## config.mk

```make
export PLATFORM = sky130hd
export DESIGN_NAME = contador_ascendente
export DESIGN_NICKNAME = d
export VERILOG_FILES = /design/src/rtl/contador_ascendente.sv
export SDC_FILE = /design/constraint.sdc
export NUM_CORES = 1
export LEC_CHECK = 0
export CORE_MARGIN = 2
export CORE_UTILIZATION = 42
export CTS_CLUSTER_SIZE = 28
export DETAILED_ROUTE_END_ITERATION = 8
export PLACE_DENSITY = 0.75
export SLEW_MARGIN = 20
export SYNTH_ARGS = -nofsm -noshare
export SYNTH_HDL_FRONTEND = slang
export SYNTH_SLANG_ARGS = --single-unit
```

## constraint.sdc

```tcl
create_clock -name clk -period 1.96 [get_ports clk]
set_clock_uncertainty 0.1 [all_clocks]
set_input_delay 0.294 -clock clk [delete_from_list [all_inputs] [get_ports clk]]
set_output_delay 0.294 -clock clk [all_outputs]
set_load 0.02 [all_outputs]
```

## src/rtl/contador_ascendente.sv

```systemverilog
// rtl/contador_ascendente.sv - N-bit up-counter with load, inclusive limit, wrap/saturate, tc pulse and sticky overflow
module contador_ascendente #(
   parameter int N = 6
) (
   input  logic         clk,
   input  logic         rst,
   input  logic [N-1:0] inicial,
   input  logic         cargar,
   input  logic         incrementar,
   input  logic [N-1:0] limite,
   input  logic         saturar,
   input  logic         clr_ovf,
   output logic [N-1:0] out,
   output logic         tc,
   output logic         overflow
);

   logic [N-1:0] out_q, out_d;
   logic         tc_q, tc_d;
   logic         ovf_q, ovf_d;
   logic [N-1:0] load_val;
   logic [N-1:0] out_inc;

   // Loads are clamped so the count never starts above the limit.
   assign load_val = (inicial < limite) ? inicial : limite;
   assign out_inc  = out_q + {{(N-1){1'b0}}, 1'b1};

   always_comb begin
      out_d = out_q;
      tc_d  = 1'b0;
      ovf_d = ovf_q & ~clr_ovf;
      if (cargar) begin
         out_d = load_val;
      end else if (incrementar) begin
         if (out_q < limite) begin
            out_d = out_inc;
            tc_d  = (out_inc == limite);
         end else if (!saturar) begin
            // A wrap overrides a simultaneous clr_ovf.
            out_d = '0;
            ovf_d = 1'b1;
         end else begin
            out_d = limite;
         end
      end
   end

   always_ff @(posedge clk) begin
      if (rst) begin
         out_q <= load_val;
         tc_q  <= 1'b0;
         ovf_q <= 1'b0;
      end else begin
         out_q <= out_d;
         tc_q  <= tc_d;
         ovf_q <= ovf_d;
      end
   end

   assign out      = out_q;
   assign tc       = tc_q;
   assign overflow = ovf_q;

endmodule

```

==> implementation parameters, run 1 <==
Parameter                              Value

Status
  Outcome    complete, but fails checks
  Failing checks    setup timing

Yosys
  Synth top area share    0.203
  Synth Cell Area    around 890 sq um
  Number of storage elements in the synthesis netlist    8
  Top cell type by total area after synthesis    sky130_fd_sc_hd__edfxtp_1
  Sequential-to-total area share from yosys stat    0.248
  Yosys warnings    0
  Mean post-synth cell area    9.55 sq um
  Syn nets    roughly 120
  Cells taking the most area after synthesis    sky130_fd_sc_hd__edfxtp_1 (20%), sky130_fd_sc_hd__ha_1 (17%), sky130_fd_sc_hd__xnor2_1 (7.9%)
  Post-Synthesis Cells    93
  Unique masters post-synth    32

Setup path
  Crit path max fanout    4
  Crit path DAT    around 2 ns
  Critical Path Sink Type    flip-flop
  Worst Path Class, Setup    flip-flop to flip-flop
  CP Launch Type    flip-flop
  Critical path required time    1.88 ns

Timing
  Min setup slack post-route    -0.0732 ns
  Fmax    just under 500 MHz
  Period utilisation layout    1.04
  Total of endpoints with negative setup slack in the final report    6
  Worst slew margin    0.730
  Minimum clock period    between 2 and 2.5 ns
  Number of hold-slack violations in the final timing report    0
  Worst slew pin tran    ~0.40 ns
  Final sum of negative setup slack    -0.206 ns
  Setup repair after global routing missed its margin    yes
  Worst hold margin    0.403 ns
  Slew Viols, Final    0

Finish
  Layout Cell Area excl Fill    roughly 0.0016 sq mm
  Final Non-Filler Cells    between 150 and 200
  Core Util, Final    0.790
  Antenna fix cells    0
  Fraction of final layout cells sized beyond drive strength 1    0.450
  Net total in the final layout    181
  Area growth from synthesis to layout    76.3%

CTS
  Clock tree sinks    8
  Post-CTS Hold Buffers    0
  Clock Pin Slew Worst Setup and Hold Paths    0.07 ns
  Root Buffer    sky130_fd_sc_hd__clkbuf_4
  Clock buffer count from CTS    3
  Clk_lat worst skew    ~0.28 ns
  Maximum count of clock buffers along a single path    2
  H-tree Lvls    1
  CTS tree    yes

Global routing
  Gr ovfl total    0
  Total track usage    0.246
  Wire length of the first global-routing pass    4.60 mm
  Via count of the first global-routing pass    ~1100
  Antenna violations before repair    0
  Largest net degree at the start of global routing    14

Routing
  Detailed Route Iter0 Violations    a little under 50
  Routed length per instance    19.2 um
  # DRC    0
  Iteration count of the initial detailed-routing pass    4
  Post-detailed-route via-to-cell ratio    roughly 5.9
  Post-Route WL    between 3 and 4 mm
  Post-route antenna net violation count    0
  Vias after detailed routing    just over 1000

Place
  Worst Setup Slack post-DPL    -0.500 ns
  Area post-placement    approximately 0.0013 sq mm
  Port Buffers    25
  Hpwl dp    approximately 2.1 mm
  Routability cong.    ~0.84
  Dpl cells    around 170

Power and ir drop
  Power density over the cells    around 710 mW/mm^2
  Static leakage power    around 0.64 nW
  Peak supply drop    0.443 mV
  Pwr Total    ~1.1 mW

Job
  Max-capacitance violation count    0

Floorplanning
  Total number of placement rows    16
  Initial Util    0.448
  Boundary pin count    26
  Core outline area    0.00198 sq mm
  Floorplan die height    between 40 and 50 um
  Die ar.    around 0.0025 sq mm
  Die X-Extent    about 50 um

Min path
  Hold WC Path Type    flip-flop to flip-flop
==> synth_stat cells, drive strengths merged <==
cell type	n
a21oi	7
o221ai	1
o32ai	1
and3	4
xnor2	8
ha	12
nand3	4
nand4	2
nand2b	2
nor3	4
a311oi	2
buf	2
or2	1
a221oi	1
inv	7
o211ai	1
a211oi	6
dfxtp	2
or3	1
xor2	2
nor2	5
a21o	1
mux2	2
edfxtp	6
nor4	2
o211a	1
nand2	3
mux2i	3
==> kinds of logic (layout without fill, tap and decap cells) <==
kind of cell / Yosys count / in the layout / share of synthesized area
AO/OA/AOI/OAI: 21 / 21 / 0.206
XOR/XNOR: 10 / 10 / 0.0986
multiplexers: 5 / 5 / 0.0634
flip-flops: 8 / 8 / 0.248
adder cells (fa/ha/maj): 12 / 12 / 0.169
buffers and inverters: 9 / 65 / 0.0479
AND/OR/NAND/NOR: 28 / 28 / 0.168
==> repair_timing <==
| action | 4_1_cts | 5_1_grt |
|---|---|---|
| gates cloned | 0 | 0 |
| setup buffers | 3 | 3 |
| gates resized for setup | 29 | 11 |
| setup endpoints to repair | 6 | 7 |
| pin swaps | 9 | 11 |
==> critical path, cell delays in order (launching register included) <==
cell and delay [ns]:
sky130_fd_sc_hd__edfxtp_1 0.40, sky130_fd_sc_hd__ha_1 0.33, sky130_fd_sc_hd__nand4_1 0.18, sky130_fd_sc_hd__o211a_4 0.32
sky130_fd_sc_hd__buf_4 0.15, sky130_fd_sc_hd__a211oi_1 0.21, sky130_fd_sc_hd__a211oi_1 0.07
==> placed cells by master (no fill, tap or decap), types with 2 or more instances in the layout <==
master                             n
sky130_fd_sc_hd__mux2_4            2
sky130_fd_sc_hd__clkbuf_4          3
sky130_fd_sc_hd__nand2_1           3
sky130_fd_sc_hd__ha_1              6
sky130_fd_sc_hd__ha_4              6
sky130_fd_sc_hd__nor3_1            3
sky130_fd_sc_hd__xnor2_1           8
sky130_fd_sc_hd__inv_1             2
sky130_fd_sc_hd__xor2_1            2
sky130_fd_sc_hd__a21oi_1           4
sky130_fd_sc_hd__clkdlybuf4s50_1  15
sky130_fd_sc_hd__inv_2             5
sky130_fd_sc_hd__a311oi_2          2
sky130_fd_sc_hd__buf_4            28
sky130_fd_sc_hd__nand4_1           2
sky130_fd_sc_hd__dlygate4sd2_1     9
sky130_fd_sc_hd__buf_6             2
sky130_fd_sc_hd__mux2i_2           2
sky130_fd_sc_hd__nand3_1           3
sky130_fd_sc_hd__dfxtp_1           2
sky130_fd_sc_hd__edfxtp_1          6
sky130_fd_sc_hd__and3_2            2
sky130_fd_sc_hd__nand2b_1          2
sky130_fd_sc_hd__nor2_1            5
sky130_fd_sc_hd__a211oi_1          2
sky130_fd_sc_hd__a211oi_2          3
sky130_fd_sc_hd__a21oi_2           3
==> registers in the layout, indices dropped and copies added, names as in the netlist <==
register	count
out	6
overflow	1
tc	1
==> routing by layer <==
metal | part of all wire | track usage
met3 | 0.068 | 0.0364
met1 | 0.36 | 0.258
met4 | 0.047 | 0.120
met2 | 0.52 | 0.467
met5 | 0 | 0
==> power by group <==
group          internal [mW]  total [mW]  switching (mW)
clock                 0.0714       0.154          0.0822
sequential             0.217       0.238          0.0209
combinational          0.379       0.719           0.340
total                  0.667        1.11           0.443
==> path summary, 6_finish.rpt <==
path,cells past startpoint,slack (ns),endpoint,from
hold / removal,2,0.40,overflow$_SDFF_PP0_,overflow$_SDFF_PP0_
setup / recovery,6,-0.07,out[3]$_DFFE_PP_,out[2]$_DFFE_PP_
hold reg to reg,2,0.40,overflow$_SDFF_PP0_,overflow$_SDFF_PP0_
setup reg to reg,6,-0.07,out[3]$_DFFE_PP_,out[2]$_DFFE_PP_
==> cell type report <==
cell class	count	area [sq um]
Clock buffer	3	22.5
Fill cell	117	415
Inverter	7	26.3
Multi-Input combinational cell	76	790
Sequential cell	8	220
Tap cell	27	33.8
Timing Repair Buffer	55	474
Note: power is estimated with default switching activity, not from simulation.
==> run 2: changes to the inputs <==
SETUP_SLACK_MARGIN = 0.15   (was default)
==> run 2 against run 1 <==
  * The run still ends with setup timing left
  * Total power up 1.2%
  * Sequential share of layout area down 0.85 points
  * Clock-buffer cell count unchanged
  * Fmax up 3.1%
  * Final cell count rose by 2.8%
  * Clock power is 4% lower
  * Register-to-register slack improved by 0.06 ns
  * Combinational power grew 3%
  * Die area stayed put
  * Wire length down 1.5%
  * Global-route usage is 4.1 points higher
  * Sequential power about the same
==> implementation parameters, run 2 (synthesis results as in run 1) <==
Parameter                              Value

Status
  Outcome    complete, but fails checks (unchanged)
  Failing checks    setup timing (unchanged)

Routing
  Routed length per instance    18.4 um (was 19.2 um)
  # DRC    0 (unchanged)
  Vias after detailed routing    1039 (was 1036)
  Detailed Route Iter0 Violations    31 (was 49)
  Post-detailed-route via-to-cell ratio    5.74 (was 5.89)
  Post-Route WL    3.32 mm (was 3.38 mm)
  Iteration count of the initial detailed-routing pass    4 (unchanged)
  Post-route antenna net violation count    0 (unchanged)

Timing
  Fmax    507 MHz (was 492 MHz)
  Worst slew pin tran    0.420 ns (was 0.404 ns)
  Final sum of negative setup slack    -0.0111 ns (was -0.206 ns)
  Minimum clock period    1.97 ns (was 2.03 ns)
  Total of endpoints with negative setup slack in the final report    1 (was 6)
  Number of hold-slack violations in the final timing report    0 (unchanged)
  Slew Viols, Final    0 (unchanged)
  Worst slew margin    0.719 (was 0.730)
  Worst hold margin    0.403 ns (about the same)
  Setup repair after global routing missed its margin    yes (unchanged)
  Period utilisation layout    1.01 (was 1.04)
  Min setup slack post-route    -0.0111 ns (was -0.0732 ns)

Place
  Routability cong.    0.876 (was 0.843)
  Area post-placement    0.00138 sq mm (was 0.00134 sq mm)
  Dpl cells    172 (was 167)
  Hpwl dp    2.23 mm (was 2.09 mm)
  Worst Setup Slack post-DPL    -0.509 ns (was -0.500 ns)
  Port Buffers    25 (unchanged)

Power and ir drop
  Comb power frac    0.656 (was 0.647)
  Switch share    0.399 (about the same)
  Peak supply drop    0.446 mV (was 0.443 mV)
  Static leakage power    0.697 nW (was 0.638 nW)
  Power density over the cells    674 mW/mm^2 (was 709 mW/mm^2)
  Design internal power    675 uW (was 667 uW)
  Reported net switching power    449 uW (was 443 uW)
  Power share of the sequential group    0.212 (was 0.214)
  Clock network power share    0.132 (was 0.138)

Job
  Max-capacitance violation count    0 (unchanged)

Setup path
  Worst Path Class, Setup    flip-flop to flip-flop (unchanged)
  Crit path max fanout    3 (was 4)
  Critical path required time    1.96 ns (was 1.88 ns)
  CP Launch Type    flip-flop (unchanged)
  Critical Path Sink Type    flip-flop (unchanged)
  Crit path DAT    1.98 ns (was 1.95 ns)

Floorplanning
  Boundary pin count    26 (unchanged)
  Die X-Extent    50.0 um (unchanged)
  Die ar.    0.00250 sq mm (unchanged)
  Core outline area    0.00198 sq mm (unchanged)
  Initial Util    0.448 (unchanged)
  Floorplan die height    50.0 um (unchanged)
  Total number of placement rows    16 (unchanged)

Global routing
  Antenna violations before repair    0 (unchanged)
  Gr ovfl total    0 (unchanged)
  Via count of the first global-routing pass    1126 (was 1070)
  Wire length of the first global-routing pass    5.28 mm (was 4.60 mm)
  Total track usage    0.288 (was 0.246)
  Largest net degree at the start of global routing    12 (was 14)

Finish
  Area growth from synthesis to layout    87.7% (was 76.3%)
  Final Non-Filler Cells    181 (was 176)
  Net total in the final layout    186 (was 181)
  Fraction of final layout cells sized beyond drive strength 1    0.545 (was 0.450)
  Layout Cell Area excl Fill    0.00167 sq mm (was 0.00157 sq mm)
  Most used cells in the layout excluding fill and tap cells    sky130_fd_sc_hd__buf_4 (30), sky130_fd_sc_hd__clkdlybuf4s50_1 (10), sky130_fd_sc_hd__xnor2_1 (7), sky130_fd_sc_hd__ha_4 (7), sky130_fd_sc_hd__edfxtp_1 (6) (was sky130_fd_sc_hd__buf_4 (28), sky130_fd_sc_hd__clkdlybuf4s50_1 (15), sky130_fd_sc_hd__dlygate4sd2_1 (9))
  Antenna fix cells    0 (unchanged)
  Number of flip-flops under the largest register name    6 (unchanged)
  Filler Cells Inserted    110 (was 117)
  Most common library cell in the layout ignoring fill and taps    sky130_fd_sc_hd__buf_4 (unchanged)

CTS
  Maximum count of clock buffers along a single path    2 (unchanged)
  CTS tree    yes (unchanged)
  Clock Pin Slew Worst Setup and Hold Paths    0.07 ns (about the same)
  Root Buffer    sky130_fd_sc_hd__clkbuf_4 (unchanged)
  H-tree Lvls    1 (unchanged)
  Clock buffer count from CTS    3 (unchanged)
  Clk_lat worst skew    0.28 ns (about the same)
  Post-CTS Hold Buffers    0 (unchanged)
  Clock tree sinks    8 (unchanged)

Min path
  Hold WC Path Type    flip-flop to flip-flop (unchanged)
run 2: changes by cell type in the layout (fill, tap and decap cells not counted), sizes merged:
cell,change
buf,+6
clkdlybuf4s15,+7
clkdlybuf4s50,-5
dlygate4sd2,-6
dlymetal6s2s,+3
run 2: routing by layer:
layer	share of wire	vias to the layer above	track usage
met5	0	-	0
met4	0.020	0	0.111
met3	0.062	7	0.0515
met2	0.51	51	0.522
met1	0.40	503	0.328
li1	-	478	-
run 2: worst paths after layout:
check | startpoint | end | slack [ns] | cells past startpoint
min | overflow$_SDFF_PP0_ | overflow$_SDFF_PP0_ | 0.40 | 2
max reg2reg | out[3]$_DFFE_PP_ | out[1]$_DFFE_PP_ | -0.01 | 6
min reg2reg | overflow$_SDFF_PP0_ | overflow$_SDFF_PP0_ | 0.40 | 2
max | out[3]$_DFFE_PP_ | out[1]$_DFFE_PP_ | -0.01 | 6
run 2: what timing repair did:
action,4_1_cts,5_1_grt
resized for setup,59,9
pin swaps,13,7
gates cloned,0,0
setup buffers,4,2
endpoints found under the setup margin,8,12
run 2: stage by stage:
| step | util | power (mW) |
|---|---|---|
| after floorplan | - | 0.555 |
| after global placement | 0.696 | 0.792 |
| after detailed placement | 0.696 | 0.817 |
| after CTS | 0.809 | 1.05 |
| after global routing | 0.842 | 1.18 |
| final | 0.842 | 1.12 |
run 2: final cells by class:
type / count / area [sq um] / area share
clock buffers: 3 / 22.5 / 0.0135
multi-input cells: 76 / 825 / 0.494
well taps: 27 / 33.8 / 0.0203
repair buffers: 60 / 538 / 0.323
flip-flops and latches: 8 / 220 / 0.132
inverters: 7 / 28.8 / 0.0173
run 2: power by group through the flow:
stage	combinational (mW)	clock, mW	sequential (mW)
2_1_floorplan	0.271	0	0.284
3_3_place_gp	0.557	0	0.235
3_5_place_dp	0.580	0	0.237
4_1_cts	0.678	0.137	0.237
5_1_grt	0.783	0.156	0.242
6_report	0.737	0.148	0.238
run 2: critical path, stage by stage, from the launching register on:
cell	delay, ns
sky130_fd_sc_hd__edfxtp_1	0.44
sky130_fd_sc_hd__ha_4	0.25
sky130_fd_sc_hd__a21o_1	0.21
sky130_fd_sc_hd__nand3_2	0.08
sky130_fd_sc_hd__o211a_1	0.21
sky130_fd_sc_hd__mux2_4	0.33
sky130_fd_sc_hd__a311oi_2	0.18
==> run 3: changes to the inputs <==
SKIP_CTS_REPAIR_TIMING = 1   (was default)
SLEW_MARGIN = default   (was 20)
==> run 3 against run 2 <==
  * The flow still finishes with violations (setup timing)
  * Via count up 2.5%
  * Final cell count down 0.55%
  * Utilization rose by 0.82 points
  * Critical path type unchanged
  * Largest power group unchanged
==> implementation parameters, run 3 (synthesis results as in run 1) <==
Parameter                              Value

Routing
  Iteration count of the initial detailed-routing pass    6 (was 4)
  Detailed Route Iter0 Violations    37 (was 31)
  Post-Route WL    3.34 mm (was 3.32 mm)
  # DRC    0 (unchanged)
  Routed length per instance    18.5 um (was 18.4 um)
  Post-detailed-route via-to-cell ratio    5.92 (was 5.74)
  Post-route antenna net violation count    0 (unchanged)
  Vias after detailed routing    1065 (was 1039)

CTS
  Clock buffer count from CTS    3 (unchanged)
  H-tree Lvls    1 (unchanged)
  Clock tree sinks    8 (unchanged)
  Clock Pin Slew Worst Setup and Hold Paths    0.07 ns (about the same)
  Root Buffer    sky130_fd_sc_hd__clkbuf_4 (unchanged)
  Maximum count of clock buffers along a single path    2 (unchanged)
  CTS tree    yes (unchanged)
  Clk_lat worst skew    0.28 ns (about the same)

Timing
  Period utilisation layout    1.01 (about the same)
  Number of hold-slack violations in the final timing report    0 (unchanged)
  Worst slew pin tran    0.394 ns (was 0.420 ns)
  Slew Viols, Final    0 (unchanged)
  Setup repair after global routing missed its margin    yes (unchanged)
  Worst slew margin    0.737 (was 0.719)
  Worst hold margin    0.402 ns (was 0.403 ns)
  Min setup slack post-route    -0.0148 ns (was -0.0111 ns)
  Total of endpoints with negative setup slack in the final report    3 (was 1)
  Fmax    506 MHz (was 507 MHz)
  Minimum clock period    1.97 ns (about the same)

Finish
  Area growth from synthesis to layout    89.6% (was 87.7%)
  Most used cells in the layout excluding fill and tap cells    sky130_fd_sc_hd__buf_4 (30), sky130_fd_sc_hd__dlymetal6s2s_1 (16), sky130_fd_sc_hd__clkdlybuf4s50_1 (9) (was sky130_fd_sc_hd__buf_4 (30), sky130_fd_sc_hd__clkdlybuf4s50_1 (10), sky130_fd_sc_hd__xnor2_1 (7), sky130_fd_sc_hd__ha_4 (7), sky130_fd_sc_hd__edfxtp_1 (6))
  Number of flip-flops under the largest register name    6 (unchanged)
  Antenna fix cells    0 (unchanged)
  Core Util, Final    0.850 (was 0.842)
  Most common library cell in the layout ignoring fill and taps    sky130_fd_sc_hd__buf_4 (unchanged)
  Net total in the final layout    185 (was 186)
  Layout Cell Area excl Fill    0.00168 sq mm (was 0.00167 sq mm)
  Fraction of final layout cells sized beyond drive strength 1    0.490 (was 0.545)
  Final Non-Filler Cells    180 (was 181)

Power and ir drop
  Design internal power    686 uW (was 675 uW)
  Clock network power share    0.132 (about the same)
  Power density over the cells    678 mW/mm^2 (was 674 mW/mm^2)
  Static leakage power    0.792 nW (was 0.697 nW)
  Reported net switching power    457 uW (was 449 uW)
  Switch share    0.400 (was 0.399)
  Comb power frac    0.657 (was 0.656)
  Peak supply drop    0.446 mV (about the same)
  Power share of the sequential group    0.211 (was 0.212)

Place
  Routability cong.    0.876 (unchanged)
  Hpwl dp    2.23 mm (unchanged)
  Dpl cells    172 (unchanged)
  Worst Setup Slack post-DPL    -0.509 ns (unchanged)
  Port Buffers    25 (unchanged)
  Area post-placement    0.00138 sq mm (unchanged)

Setup path
  Critical path required time    1.88 ns (was 1.96 ns)
  Slowest stage cell on the critical path    sky130_fd_sc_hd__edfxtp_1 (unchanged)
  Crit path max fanout    5 (was 3)
  Critical path's largest stage delay    0.43 ns (was 0.44 ns)
  Critical path buffer and inverter count    1 (was 0)
  Ordered list of cells on the worst path    ha_4 > a21o_1 > nand3_2 > o211a_1 > buf_6 > a211oi_1 > a211oi_2 (was ha_4 > a21o_1 > nand3_2 > o211a_1 > mux2_4 > a311oi_2)
  Critical Path Sink Type    flip-flop (unchanged)
  Cell family with the largest share of critical-path delay    compound AO/OA/AOI/OAI gates (unchanged)
  Crit path DAT    1.90 ns (was 1.98 ns)
  CP Launch Type    flip-flop (unchanged)
  Worst Path Class, Setup    flip-flop to flip-flop (unchanged)

Floorplanning
  Boundary pin count    26 (unchanged)
  Initial Util    0.448 (unchanged)
  Core outline area    0.00198 sq mm (unchanged)
  Total number of placement rows    16 (unchanged)
  Die X-Extent    50.0 um (unchanged)
  Die ar.    0.00250 sq mm (unchanged)
  Floorplan die height    50.0 um (unchanged)

Global routing
  Wire length of the first global-routing pass    4.34 mm (was 5.28 mm)
  Gr ovfl total    0 (unchanged)
  Largest net degree at the start of global routing    12 (unchanged)
  Antenna violations before repair    0 (unchanged)
  Total track usage    0.236 (was 0.288)
  Via count of the first global-routing pass    969 (was 1126)

Min path
  Hold WC Path Type    flip-flop to flip-flop (unchanged)

Status
  Outcome    complete, but fails checks (unchanged)
  Failing checks    setup timing (unchanged)

Job
  Max-capacitance violation count    0 (unchanged)
## run 3: cell count changes in the layout (fill, tap and decap cells not counted), moves of 2 or more
cell	change
sky130_fd_sc_hd__dlymetal6s2s_1	+12
sky130_fd_sc_hd__dlygate4sd2_1	-3
sky130_fd_sc_hd__a21oi_2	-3
sky130_fd_sc_hd__clkdlybuf4s15_1	-3
sky130_fd_sc_hd__a21oi_1	+2
sky130_fd_sc_hd__clkdlybuf4s15_2	-4
## run 3: worst paths after layout
check                       from             endpoint  depth (start not counted)  slack, ns
min          overflow$_SDFF_PP0_  overflow$_SDFF_PP0_                          2       0.40
max reg2reg     out[3]$_DFFE_PP_     out[2]$_DFFE_PP_                          7      -0.01
max             out[3]$_DFFE_PP_     out[2]$_DFFE_PP_                          7      -0.01
min reg2reg  overflow$_SDFF_PP0_  overflow$_SDFF_PP0_                          2       0.40
## run 3: worst reg2reg max path, cell delays in order, from the launching register on
cell and delay, ns:
sky130_fd_sc_hd__edfxtp_1 0.43, sky130_fd_sc_hd__ha_4 0.30, sky130_fd_sc_hd__a21o_1 0.15, sky130_fd_sc_hd__nand3_2 0.08, sky130_fd_sc_hd__o211a_1 0.18, sky130_fd_sc_hd__buf_6 0.15
sky130_fd_sc_hd__a211oi_1 0.27, sky130_fd_sc_hd__a211oi_2 0.06
## run 3: cell type report
type | instances | area, sq um
Tap cell | 27 | 33.8
Clock buffer | 3 | 22.5
Timing Repair Buffer | 59 | 561
Fill cell | 98 | 298
Sequential cell | 8 | 220
Inverter | 7 | 26.3
Multi-Input combinational cell | 76 | 821
## run 3: per-layer routing
layer | vias up | track usage | share of wire
met5 | - | 0 | 0
met4 | 0 | 0.0556 | 0.034
met3 | 12 | 0.0576 | 0.092
met2 | 71 | 0.447 | 0.50
met1 | 504 | 0.258 | 0.37
li1 | 478 | - | -
## run 3: power groups by stage
stage,Clock (mW),Combinational (mW),Sequential (mW)
final,0.151,0.751,0.241
after global routing,0.153,0.793,0.246
after CTS,0.137,0.586,0.234
after detailed placement,0,0.580,0.237
after global placement,0,0.557,0.235
after floorplan,0,0.271,0.284
## run 3: stage by stage
step | TNS (ns) | power [mW]
6_report | -0.0245 | 1.14
5_1_grt | -0.342 | 1.19
4_1_cts | -1.34 | 0.957
3_5_place_dp | -3.36 | 0.817
3_3_place_gp | -3.03 | 0.792
2_1_floorplan | -0.272 | 0.555
